[config.mk]
export PLATFORM = sky130hd
export DESIGN_NAME = wave_detector
export DESIGN_NICKNAME = d
export VERILOG_FILES = /design/src/rtl/wave_detector.sv
export SDC_FILE = /design/constraint.sdc
export NUM_CORES = 1
export LEC_CHECK = 0
export CAP_MARGIN = 40
export CORE_UTILIZATION = 34
export DETAILED_ROUTE_END_ITERATION = 6
export GPL_ROUTABILITY_DRIVEN = 1
export PLACE_DENSITY = 0.59
export SYNTH_ARGS = -nofsm -noshare
export SYNTH_HDL_FRONTEND = slang
export SYNTH_SLANG_ARGS = --single-unit
[constraint.sdc]
create_clock -name clk -period 3.88 [get_ports clk]
set_clock_uncertainty 0.1 [all_clocks]
set_input_delay 0.776 -clock clk [delete_from_list [all_inputs] [get_ports clk]]
set_output_delay 0.776 -clock clk [all_outputs]
set_load 0.01 [all_outputs]
[src/rtl/wave_detector.sv]
// wave_detector -- coherent I/Q detector for one S-parameter wave (a1, b1 or b2).
//
// ADC samples are mixed with a fixed fs/4 quadrature reference (+1, -j, -1, +j)
// and summed over a block of 2^LOG2N accepted samples. The I/Q sums are offered
// on a valid/ready output and held until the consumer takes them.
//
// Optional feature macro: WAVE_DET_MAG_EN
//   When defined, adds output mag = max(|I|,|Q|) + min(|I|,|Q|)/2, computed in
//   an extra MAG state one cycle after the sums are latched.
//
// Ports:
//   clk        rising-edge clock
//   rst_n      asynchronous active-low reset
//   start      pulse that begins a block when idle
//   abort      drops the block in progress (ACCUM/MAG) and returns to idle
//   s_data     signed ADC sample, DW bits
//   s_valid    sample present
//   s_ready    detector accepts samples (ACCUM only)
//   busy       block in progress or result pending
//   i_sum      signed in-phase sum, AW bits
//   q_sum      signed quadrature sum, AW bits
//   mag        unsigned magnitude estimate, AW bits (WAVE_DET_MAG_EN only)
//   out_valid  result present
//   out_ready  consumer accepts result
module wave_detector #(
  parameter int DW    = 12,
  parameter int LOG2N = 8,
  localparam int AW   = DW + LOG2N
) (
  input  logic                 clk,
  input  logic                 rst_n,
  input  logic                 start,
  input  logic                 abort,
  input  logic signed [DW-1:0] s_data,
  input  logic                 s_valid,
  output logic                 s_ready,
  output logic                 busy,
  output logic signed [AW-1:0] i_sum,
  output logic signed [AW-1:0] q_sum,
`ifdef WAVE_DET_MAG_EN
  output logic        [AW-1:0] mag,
`endif
  output logic                 out_valid,
  input  logic                 out_ready
);

  typedef enum logic [1:0] {
    IDLE  = 2'd0,
    ACCUM = 2'd1,
    DONE  = 2'd2
`ifdef WAVE_DET_MAG_EN
    , MAG = 2'd3
`endif
  } state_t;

  state_t state, state_nxt;

  logic                 blk_start;
  logic                 fire;
  logic                 last;
  logic [LOG2N-1:0]     cnt_p0;
  logic signed [AW-1:0] x_ext;
  logic signed [AW-1:0] acc_i_p0, acc_q_p0;
  logic signed [AW-1:0] acc_i_nxt, acc_q_nxt;

`ifdef WAVE_DET_MAG_EN
  function automatic logic [AW-1:0] abs_val(input logic signed [AW-1:0] v);
    logic signed [AW-1:0] neg;
    neg = -v;
    return v[AW-1] ? $unsigned(neg) : $unsigned(v);
  endfunction

  // Alpha-max-plus-beta-min with alpha=1, beta=1/2.
  function automatic logic [AW-1:0] mag_est(input logic signed [AW-1:0] i_v,
                                            input logic signed [AW-1:0] q_v);
    logic [AW-1:0] a, b;
    a = abs_val(i_v);
    b = abs_val(q_v);
    return (a > b) ? a + (b >> 1) : b + (a >> 1);
  endfunction
`endif

  // Abort takes priority over start and over a simultaneous sample.
  assign blk_start = (state == IDLE) && start && !abort;
  assign fire      = (state == ACCUM) && s_valid && !abort;
  assign last      = &cnt_p0;
  assign x_ext     = AW'(s_data);

  // ---- FSM: state register ----
  always_ff @(posedge clk or negedge rst_n) begin
    if (!rst_n) state <= IDLE;
    else        state <= state_nxt;
  end

  // ---- FSM: next state ----
  always_comb begin
    state_nxt = state;
    unique case (state)
      IDLE:  if (blk_start) state_nxt = ACCUM;
      ACCUM: begin
        if (abort) state_nxt = IDLE;
`ifdef WAVE_DET_MAG_EN
        else if (fire && last) state_nxt = MAG;
`else
        else if (fire && last) state_nxt = DONE;
`endif
      end
`ifdef WAVE_DET_MAG_EN
      MAG:   state_nxt = abort ? IDLE : DONE;
`endif
      DONE:  if (out_ready) state_nxt = IDLE;
      default: state_nxt = IDLE;
    endcase
  end

  // ---- FSM: outputs ----
  always_comb begin
    s_ready   = (state == ACCUM);
    out_valid = (state == DONE);
`ifdef WAVE_DET_MAG_EN
    busy      = (state == ACCUM) || (state == MAG) || (state == DONE);
`else
    busy      = (state == ACCUM) || (state == DONE);
`endif
  end

  // ---- Stage p0: fs/4 mixing and accumulation ----
  always_comb begin
    acc_i_nxt = acc_i_p0;
    acc_q_nxt = acc_q_p0;
    unique case (cnt_p0[1:0])
      2'd0:    acc_i_nxt = acc_i_p0 + x_ext;
      2'd1:    acc_q_nxt = acc_q_p0 - x_ext;
      2'd2:    acc_i_nxt = acc_i_p0 - x_ext;
      default: acc_q_nxt = acc_q_p0 + x_ext;
    endcase
  end

  always_ff @(posedge clk or negedge rst_n) begin
    if (!rst_n)         cnt_p0 <= '0;
    else if (blk_start) cnt_p0 <= '0;
    else if (fire)      cnt_p0 <= cnt_p0 + 1'b1;
  end

  always_ff @(posedge clk) begin
    if (blk_start) begin
      acc_i_p0 <= '0;
      acc_q_p0 <= '0;
    end else if (fire) begin
      acc_i_p0 <= acc_i_nxt;
      acc_q_p0 <= acc_q_nxt;
    end
  end

  // ---- Stage p1: result registers, written only on the block's last sample ----
  always_ff @(posedge clk or negedge rst_n) begin
    if (!rst_n) begin
      i_sum <= '0;
      q_sum <= '0;
    end else if (fire && last) begin
      i_sum <= acc_i_nxt;
      q_sum <= acc_q_nxt;
    end
  end

`ifdef WAVE_DET_MAG_EN
  // ---- Stage p2: magnitude estimate from the latched sums ----
  always_ff @(posedge clk or negedge rst_n) begin
    if (!rst_n)              mag <= '0;
    else if (state == MAG)   mag <= mag_est(i_sum, q_sum);
  end
`endif

endmodule
==> metrics, run 1 <==
NetSw=3.01 mW; count of input and output buffers=60; total wire length=18100 um; class of the tightest hold or removal check=primary input to async pin; CORE AREA=0.0180 mm2; number of standard-cell rows in the floorplan=a little under 50; violation count after the first detailed-routing iteration=270; synthesized flop and latch total=90; synthesis warning total=0; most instantiated flip-flop cell in the synthesis netlist=dfrtp_1; Die W=~140 um; Vert. Die Dim=about 140 um; Num Clock Sinks=90; portion of the post-synthesis area used by sequential elements=roughly 33%; growth of design area from synthesis to finish=41.8%; setup ws final=-0.0210 ns; Int Pwr=3.89 mW; Worst Setup End Kind=flop; Post-layout nets=1042; cell count after placement=between 1000 and 1500; RSZ-0062 raised after global routing=yes; most common cell after layout, fill and taps aside=buf_4; wire length of the first global-routing pass=29200 um; setup violators final=2; combinational fraction of design power=roughly two thirds; CTS H-Tree Depth=3; Top Ports=between 60 and 70; final-report hold violation count=0; Syn Nets=856; peak supply drop=409 uV; Reg2Reg Depth=13; aggregate global routing overflow=0; Clk pin slew, worst setup/hold paths=roughly 0.060 ns; leakage power of the design=approximately 4.0 nW; worst path required time=between 4 and 5 ns; async set or reset register ratio after synthesis=between 50 and 60%; via count of the first global-routing pass=5876; cts hold-fix bufs=0; Die Outline Area=0.0190 mm2; post-route design area=0.00891 mm2; buffer levels on the longest clock path=2; final std cells w/o fill=around 1200; Relative slew margins=55.7%; Worst Setup Path Type=primary input to flop; half-perimeter wire length after detailed placement=roughly 13000 um; power density over the cells=between 700 and 800 mW/mm2; total of max-cap violations=0; Worst Max-Slew Pin Slew=~0.66 ns; final critical path time including I/O delays and setup=3.90 ns; worst-case register-to-register setup slack=0.29 ns; switching portion of total power=between 40% and 50%; share of final-layout standard cells stronger than drive strength 1=between 20% and 30%; # diodes=0; Initial Util=about a third; worst path arrival time=4.03 ns; Clock Latency Late Sink=roughly 0.36 ns; clk root buf=clkbuf_16; status=complete, but fails checks; initial antenna violation count=0; Routed Antenna Nets=0; maximum number of pins on one net before global-route repair=60; Crit Reg-Reg Endpoint=i_sum[19]; maximum fanout along the worst path=4; Fmax=0.256 GHz; count of cell types in the netlist=58; violations in the final reports=negative setup slack; Tcrit/Tclk final=101%; placed instance area=0.00814 mm2; portion of total power attributed to sequential cells=19.0%; highest-count cells in the layout ignoring fill and taps=152 x buf_4, 112 x nand2_1, 74 x a21oi_1, 74 x nor2_1; synthesized instance count=about 800; placer's final routability congestion estimate=between 0.8 and 0.9; cts bufs inserted=9; Synth Area per Inst=7.96 um2; number of iterations in the first detailed-routing pass=4; max-slew violations=0; kind of start point of the critical path=primary input; EDFF count, synth=0; worst r2r src=cnt_p0[0]; total global routing track utilization=roughly 20%; mapped cell area=about 0.0063 mm2; Routed WL per cell=15.0 um; clock tree from TritonCTS=built; number of vias per cell after detailed routing=between 5 and 6; overall via count from detail_route=6173; drc violations=0; fraction of power consumed by the clock network=between 10% and 20%
==> registers in the layout (all words and copies together), names as in the netlist <==
register	flops
state	2
acc_i_p0	20
acc_q_p0	20
i_sum	20
q_sum	20
cnt_p0	8
==> layer usage <==
metal | track usage [%] | routed length, um
met1 | 26.7 | 8860
met2 | 32.0 | 8370
met3 | 3.69 | 572
met4 | 5.43 | 272
met5 | 0 | 0
==> synth_stat cells, drive strengths merged, types with 6 or more instances <==
| master | n | area, um2 |
|---|---|---|
| xnor2 | 40 | 350 |
| nor2b | 6 | 37.5 |
| nor3 | 18 | 95.1 |
| a211oi | 13 | 97.6 |
| clkbuf | 36 | 135 |
| dfxtp | 40 | 801 |
| dfrtp | 50 | 1250 |
| inv | 24 | 90.1 |
| nand2b | 6 | 37.5 |
| a21oi | 92 | 472 |
| xor2 | 16 | 148 |
| a21o | 17 | 128 |
| ha | 46 | 576 |
| mux2i | 18 | 180 |
| nor2 | 81 | 304 |
| o21a | 12 | 90.1 |
| nand2 | 115 | 432 |
| and3 | 18 | 113 |
| o21ai | 47 | 235 |
| nand3 | 18 | 90.1 |
| a31oi | 10 | 62.6 |
==> power by group through the flow <==
stage	registers, mW	clock network, mW	logic (mW)
floorplan	1.25	0	2.74
finish	1.31	0.892	4.70
global placement	1.31	0	4.25
detailed placement	1.32	0	4.28
global route	1.34	0.949	5.17
CTS	1.31	0.912	4.45
==> logic make-up after synthesis <==
logic type	Yosys count	synth area share, %
buf+inv	63	3.80
flops	90	32.6
fa+ha+maj	48	9.79
mux	18	2.87
compound gates	227	22.3
xor+xnor	56	7.92
simple gates	288	20.7
==> final cells by class <==
class	instances	area, um2
fill	1776	9110
clock inverter	3	40.0
timing repair buffer	214	1770
inverter	24	108
clock buffer	12	246
sequential	90	2050
multi-input combinational	637	4410
tap	229	287
==> critical path, cell delays in order <==
cell	delay [ns]
buf_12	0.11
inv_12	0.04
ha_4	0.12
nand2_2	0.05
or3_4	0.36
or3_4	0.36
buf_4	0.15
nor3_4	0.12
nor2_1	0.07
xnor2_1	0.18
ha_1	0.30
a21o_1	0.17
a21o_1	0.19
a21oi_2	0.14
o211ai_1	0.09
a221o_1	0.31
or3_1	0.33
nand3_1	0.09
a31oi_1	0.08
==> what timing repair did <==
item,4_1_cts,5_1_grt
resized for setup,53,48
setup buffers,13,5
pin swaps,30,41
endpoints found under the setup margin,34,31
==> worst max path at each step <==
| stage | startpoint | to | slack (ns) |
|---|---|---|---|
| after global placement | s_data[0] | i_sum[17] | -0.86 |
| after global routing | s_data[0] | i_sum[19] | -0.16 |
| final | s_data[0] | i_sum[17] | -0.02 |
| after detailed placement | s_data[0] | i_sum[17] | -0.88 |
| after floorplan | s_data[0] | i_sum[19] | -0.07 |
| after CTS | s_data[1] | i_sum[19] | -0.12 |
==> through the flow <==
| stage | utilization [%] | setup TNS (ns) | worst slack (ns) | hold WS (ns) | power (mW) |
|---|---|---|---|---|---|
| floorplan | - | -0.241 | -0.0736 | 0.349 | 4.00 |
| detailed placement | 45.2 | -26.37 | -0.876 | 0.364 | 5.60 |
| finish | 49.5 | -0.0265 | -0.0210 | 0.272 | 6.90 |
| global route | 49.5 | -1.26 | -0.164 | 0.330 | 7.46 |
| CTS | 48.0 | -0.366 | -0.121 | 0.294 | 6.67 |
| global placement | 45.2 | -24.91 | -0.863 | 0.363 | 5.57 |
(Power assumes the default switching activity.)
==> run 2, diff against run 1 <==
--- a/config.mk
+++ b/config.mk
@@ -9,7 +9,7 @@
 export CORE_UTILIZATION = 34
 export DETAILED_ROUTE_END_ITERATION = 6
 export GPL_ROUTABILITY_DRIVEN = 1
-export PLACE_DENSITY = 0.59
+export PLACE_DENSITY = 0.57
 export SYNTH_ARGS = -nofsm -noshare
 export SYNTH_HDL_FRONTEND = slang
 export SYNTH_SLANG_ARGS = --single-unit
==> constraint.sdc (replaced) <==
create_clock -name clk -period 4.4 [get_ports clk]
set_clock_uncertainty 0.1 [all_clocks]
set_input_delay 0.88 -clock clk [delete_from_list [all_inputs] [get_ports clk]]
set_output_delay 0.88 -clock clk [all_outputs]
set_load 0.01 [all_outputs]
==> metrics, run 2 (synthesized netlist as in run 1, its figures left out) <==
status=finished, final reports clean (was complete, but fails checks); total of max-cap violations=0 (unchanged); NetSw=2.46 mW (was 3.01 mW); half-perimeter wire length after detailed placement=12900 um (was 13000 um); Die W=138 um (unchanged); setup ws final=0.195 ns (was -0.0210 ns); cts hold-fix bufs=0 (unchanged); leakage power of the design=3.74 nW (was 4.03 nW); class of the tightest hold or removal check=flop to flop (was primary input to async pin); violation count after the first detailed-routing iteration=363 (was 270); number of vias per cell after detailed routing=5.11 (about the same); initial antenna violation count=0 (unchanged); worst path bufs/invs=2 (was 3); clk root buf=clkbuf_16 (unchanged); placed instance area=0.00781 mm2 (was 0.00814 mm2); Worst Setup End Kind=flop (unchanged); RSZ-0062 raised after global routing=no (was yes); share of the core filled with cells in the final layout=46.1% (was 49.5%); sum of negative setup slack=0 ns (was -0.0265 ns); number of standard-cell rows in the floorplan=49 (unchanged); most common cell after layout, fill and taps aside=nand2_1 (was buf_4); Clk pin slew, worst setup/hold paths=0.06 ns (about the same); CORE AREA=0.0180 mm2 (unchanged); Top Ports=61 (unchanged); final std cells w/o fill=1162 (was 1209); Initial Util=34.9% (unchanged); wire length of the first global-routing pass=28600 um (was 29200 um); Worst Max-Slew Pin Slew=0.706 ns (was 0.663 ns); CTS H-Tree Depth=3 (unchanged); Num Clock Sinks=90 (unchanged); total wire length=17200 um (was 18100 um); final-report hold violation count=0 (unchanged); number of iterations in the first detailed-routing pass=5 (was 4); share of final-layout standard cells stronger than drive strength 1=17.1% (was 25.7%); placer's final routability congestion estimate=0.930 (was 0.891); cell count after placement=1141 (was 1176); Int Pwr=3.28 mW (was 3.89 mW); buffer levels on the longest clock path=2 (unchanged); Vert. Die Dim=138 um (unchanged); Post-layout nets=994 (was 1042); worst path arrival time=4.33 ns (was 4.03 ns); Routed WL per cell=14.8 um (was 15.0 um); aggregate global routing overflow=0 (unchanged); overall via count from detail_route=5933 (was 6173); portion of total power attributed to sequential cells=19.9% (was 19.0%); switching portion of total power=42.9% (was 43.6%); cts bufs inserted=9 (unchanged); largest stage delay on the critical path=0.36 ns (about the same); power density over the cells=691 mW/mm2 (was 774 mW/mm2); Tcrit/Tclk final=between 90% and 100%; Relative slew margins=52.8% (was 55.7%); Routed Antenna Nets=0 (unchanged); growth of design area from synthesis to finish=32.2% (was 41.8%); maximum number of pins on one net before global-route repair=41 (was 60); clock tree from TritonCTS=built (unchanged); Die Outline Area=0.0190 mm2 (unchanged); post-route design area=0.00831 mm2 (was 0.00891 mm2); total global routing track utilization=19.3% (was 19.7%); drc violations=0 (unchanged); highest-count cells in the layout ignoring fill and taps=113 x nand2_1, 104 x buf_4, 83 x a21oi_1 (was 152 x buf_4, 112 x nand2_1, 74 x a21oi_1, 74 x nor2_1); via count of the first global-routing pass=5689 (was 5876); maximum fanout along the worst path=4 (unchanged); Worst Setup Path Type=primary input to flop (unchanged); count of input and output buffers=60 (unchanged); Fill cells=1849 (was 1776); fraction of power consumed by the clock network=15.5% (was 12.9%); combinational fraction of design power=64.6% (was 68.1%); Fmax=~0.24 GHz; DP Worst Slack=-0.408 ns (was -0.876 ns); worst path required time=4.52 ns (was 4.01 ns); peak supply drop=273 uV (was 409 uV); kind of start point of the critical path=primary input (unchanged); # diodes=0 (unchanged); Clock Latency Late Sink=0.35 ns (was 0.36 ns); final critical path time including I/O delays and setup=about 4.2 ns; Top Family by Delay on Critical Path=simple AND/OR/NAND/NOR gates (unchanged); cell with the biggest individual delay on the critical path=or3_4 (unchanged); setup violators final=0 (was 2); cells along the critical path=dlygate4sd2_1, inv_1, ha_2, nand2_2, or3_4, or3_4, nor3_2, nor2_1, xnor2_1, ha_1, a21o_1, a21o_1, a21oi_1, o211ai_1, a221o_1, or3_1, nand3_1, a31oi_1 (was buf_12, inv_12, ha_4, nand2_2, or3_4, or3_4, buf_4, nor3_4, nor2_1, xnor2_1, ha_1, a21o_1, a21o_1, a21oi_2, o211ai_1, a221o_1, or3_1, nand3_1, a31oi_1); max-slew violations=0 (unchanged)
## run 2: area by class of cell
class | instances | area, um2 | share of cell area [%]
Tap cell | 229 | 287 | 3.45
Multi-Input combinational cell | 637 | 4130 | 49.7
Timing Repair Buffer | 166 | 1410 | 17.0
Sequential cell | 90 | 2050 | 24.7
Clock buffer | 13 | 270 | 3.25
Inverter | 24 | 90.1 | 1.08
Clock inverter | 3 | 68.8 | 0.828
## run 2: timing repair
item | 4_1_cts | 5_1_grt
pin swaps | 15 | 15
buffers inserted | 2 | 3
gates resized for setup | 19 | 13
endpoints found under the setup margin | 2 | 21
## run 2: stage by stage
stage / power (mW) / hold slack [ns]
finish: 5.74 / 0.374
global route: 6.27 / 0.398
CTS: 5.71 / 0.378
detailed placement: 4.73 / 0.363
global placement: 4.68 / 0.360
floorplan: 3.48 / 0.349
## run 2: tightest hold or removal path: stages (launching register included)
cell     delay (ns)
dfrtp_1        0.34
nand2_1        0.05
nand2_1        0.05
## run 2: worst paths after layout
check	to	slack, ns	cells past startpoint	startpoint
worst max-delay path	i_sum[17]	0.19	18	s_data[0]
worst min-delay path	i_sum[7]	0.37	2	i_sum[7]
worst max register to register	acc_i_p0[19]	0.80	13	cnt_p0[0]
worst min register to register	i_sum[7]	0.37	2	i_sum[7]
max in group asynchronous	i_sum[8]	3.02	2	rst_n
min in group asynchronous	q_sum[17]	0.38	1	rst_n
## run 2: power groups by stage
stage          logic, mW  registers (mW)  clock network, mW
3_3_place_gp        3.52            1.16                  0
2_1_floorplan       2.37            1.11                  0
6_report            3.71            1.14              0.888
5_1_grt             4.15            1.17              0.947
4_1_cts             3.65            1.15              0.913
3_5_place_dp        3.57            1.16                  0
## run 2: per-layer routing
| metal | global-route usage, % | up-vias | routed length, um |
|---|---|---|---|
| li1 | - | 3057 | - |
| met1 | 26.6 | 2769 | 8440 |
| met2 | 31.1 | 98 | 7940 |
| met3 | 4.20 | 9 | 733 |
| met4 | 2.90 | 0 | 93 |
| met5 | 0 | - | 0 |
==> run 3, diff against run 2 <==
--- a/config.mk
+++ b/config.mk
@@ -8,8 +8,9 @@
 export CAP_MARGIN = 40
 export CORE_UTILIZATION = 34
 export DETAILED_ROUTE_END_ITERATION = 6
+export DONT_BUFFER_PORTS = 1
 export GPL_ROUTABILITY_DRIVEN = 1
-export PLACE_DENSITY = 0.57
+export PLACE_DENSITY = 0.53
 export SYNTH_ARGS = -nofsm -noshare
 export SYNTH_HDL_FRONTEND = slang
 export SYNTH_SLANG_ARGS = --single-unit
==> metrics, run 3 (synthesized netlist as in run 1, its figures left out) <==
worst path arrival time=4.26 ns (was 4.33 ns); Tcrit/Tclk final=92.7% (was 95.6%); Clock Latency Late Sink=0.35 ns (about the same); Routed WL per cell=16.0 um (was 14.8 um); buffer levels on the longest clock path=2 (unchanged); kind of start point of the critical path=primary input (unchanged); final critical path time including I/O delays and setup=4.08 ns (was 4.21 ns); initial antenna violation count=0 (unchanged); final-report hold violation count=0 (unchanged); Routed Antenna Nets=0 (unchanged); Num Clock Sinks=90 (unchanged); Post-layout nets=854 (was 994); sum of negative setup slack=0 ns (unchanged); Fmax=0.245 GHz (was 0.238 GHz); leakage power of the design=3.08 nW (was 3.74 nW); Worst Setup End Kind=flop (unchanged); Worst Max-Slew Pin Slew=0.674 ns (was 0.706 ns); peak supply drop=302 uV (was 273 uV); total of max-cap violations=0 (unchanged); number of setup buffers added after CTS=0 (was 2); CORE AREA=0.0180 mm2 (unchanged); power density over the cells=715 mW/mm2 (was 691 mW/mm2); most common cell after layout, fill and taps aside=nand2_1 (unchanged); placer's final routability congestion estimate=0.866 (was 0.930); maximum number of pins on one net before global-route repair=51 (was 41); number of standard-cell rows in the floorplan=49 (unchanged); Die W=138 um (unchanged); Power Total=4.96 mW (was 5.74 mW); aggregate global routing overflow=0 (unchanged); Reg2Reg Depth=13 (unchanged); max-slew violations=0 (unchanged); largest stage delay on the critical path=0.38 ns (was 0.36 ns); Die Outline Area=0.0190 mm2 (unchanged); drc violations=0 (unchanged); CTS H-Tree Depth=3 (unchanged); overall via count from detail_route=5432 (was 5933); clk root buf=clkbuf_16 (unchanged); wire length of the first global-routing pass=27200 um (was 28600 um); worst path bufs/invs=2 (unchanged); Crit Reg-Reg Endpoint=acc_q_p0[19] (was acc_i_p0[19]); # diodes=0 (unchanged); RSZ-0062 raised after global routing=no (unchanged); Fill cells=1881 (was 1849); total global routing track utilization=18.4% (was 19.3%); Worst Setup Path Type=primary input to flop (unchanged); cell with the biggest individual delay on the critical path=a221oi_2 (was or3_4); Initial Util=34.9% (unchanged); worst r2r src=cnt_p0[1] (was cnt_p0[0]); via count of the first global-routing pass=5319 (was 5689); setup violators final=0 (unchanged); Top Ports=61 (unchanged); worst-case register-to-register setup slack=0.57 ns (was 0.80 ns); number of vias per cell after detailed routing=5.32 (was 5.11); Vert. Die Dim=138 um (unchanged); highest-count cells in the layout ignoring fill and taps=115 x nand2_1, 91 x a21oi_1, 79 x nor2_1 (was 113 x nand2_1, 104 x buf_4, 83 x a21oi_1); Relative slew margins=55.0% (was 52.8%); violation count after the first detailed-routing iteration=304 (was 363); class of the tightest hold or removal check=primary input to async pin (was flop to flop); post-cts sizing count=0 (was 19); cts hold-fix bufs=0 (unchanged); Top Family by Delay on Critical Path=compound AO/OA/AOI/OAI gates (was simple AND/OR/NAND/NOR gates); combined flip-flop and latch cell area=0.00205 mm2 (unchanged); footprint of the multi-input gates=0.00401 mm2 (was 0.00413 mm2); cts bufs inserted=9 (unchanged); status=finished, final reports clean (unchanged); total wire length=16300 um (was 17200 um); clock tree from TritonCTS=built (unchanged); Most Frequent Cell on Critical Path=or3_1; number of iterations in the first detailed-routing pass=5 (unchanged); maximum fanout along the worst path=5 (was 4); half-perimeter wire length after detailed placement=12000 um (was 12900 um); cells along the critical path=inv_1, ha_1, nand2_1, or3_1, or3_1, o41ai_2, buf_4, o21a_1, ha_1, a21oi_1, o21ai_0, nand2b_1, nand2_1, a221oi_2, xnor2_1, or3_1, a21oi_1 (was dlygate4sd2_1, inv_1, ha_2, nand2_2, or3_4, or3_4, nor3_2, nor2_1, xnor2_1, ha_1, a21o_1, a21o_1, a21oi_1, o211ai_1, a221o_1, or3_1, nand3_1, a31oi_1); Clk pin slew, worst setup/hold paths=0.07 ns (was 0.06 ns); share of final-layout standard cells stronger than drive strength 1=7.31% (was 17.1%); worst path required time=4.58 ns (was 4.52 ns); count of input and output buffers=0 (was 60); growth of design area from synthesis to finish=10.3% (was 32.2%)
==> run 3: changes by cell type in the layout (fill, tap and decap cells not counted), sizes merged <==
| cell | change |
|---|---|
| clkinv | +2 |
| inv | -1 |
| dlymetal6s2s | -1 |
| clkinvlp | +1 |
| dlygate4sd2 | -3 |
| clkdlybuf4s50 | -55 |
| buf | -81 |
| bufinv | -2 |
==> run 3: layout make-up <==
type	instances	area share, %
tap	229	4.13
multi-input combinational	637	57.8
sequential	90	29.6
inverter	24	1.30
clock inverter	3	0.307
clock buffer	13	4.04
timing repair buffer	26	2.81
==> run 3: metal layers <==
layer  global-route usage, %  wire, um  vias up
met5                       0         0        -
met4                    5.13       206        0
met3                    4.93       990       15
met2                    28.4      7110      107
met1                    25.0      8040     2520
li1                        -         -     2790
==> run 3: worst max path at each step <==
stage | startpoint | to | slack [ns] | cells after the start
floorplan | s_data[0] | i_sum[19] | 0.11 | 18
CTS | s_data[0] | acc_q_p0[19] | 0.35 | 17
global placement | s_data[0] | acc_q_p0[19] | 0.05 | 17
global route | s_data[0] | acc_q_p0[19] | 0.15 | 17
detailed placement | s_data[0] | acc_q_p0[19] | 0.008 | 17
finish | s_data[0] | acc_q_p0[19] | 0.32 | 17
==> run 3: worst register-to-register path, delay by kind of cell (launching register included) <==
family | cells | cell delay (ns)
AOI/OAI and AO/OA | 5 | 1.11
xor gates and xnor gates | 1 | 0.11
adders and majority gates | 2 | 0.88
buffers and inverters | 2 | 0.27
DFF | 1 | 0.43
muxes | 1 | 0.42
and+or+nand+nor | 2 | 0.45
==> run 3: stage by stage <==
stage,cell area [um2],utilization [%],worst slack (ns),hold slack (ns),std cells
5_1_grt,6940,38.5,0.149,0.0993,1022
3_5_place_dp,6630,36.8,0.00835,0.369,1006
2_1_floorplan,6290,-,0.112,0.349,790
4_1_cts,6940,38.5,0.353,0.107,1022
6_report,6940,38.5,0.320,0.121,1022
3_3_place_gp,6630,36.8,0.0535,0.368,1006
==> run 3: report_power, final <==
group          switching, mW  total [mW]  internal (mW)
registers              0.148        1.14          0.988
logic                   1.79        3.04           1.25
clock network          0.339       0.784          0.445
total                   2.28        4.96           2.68
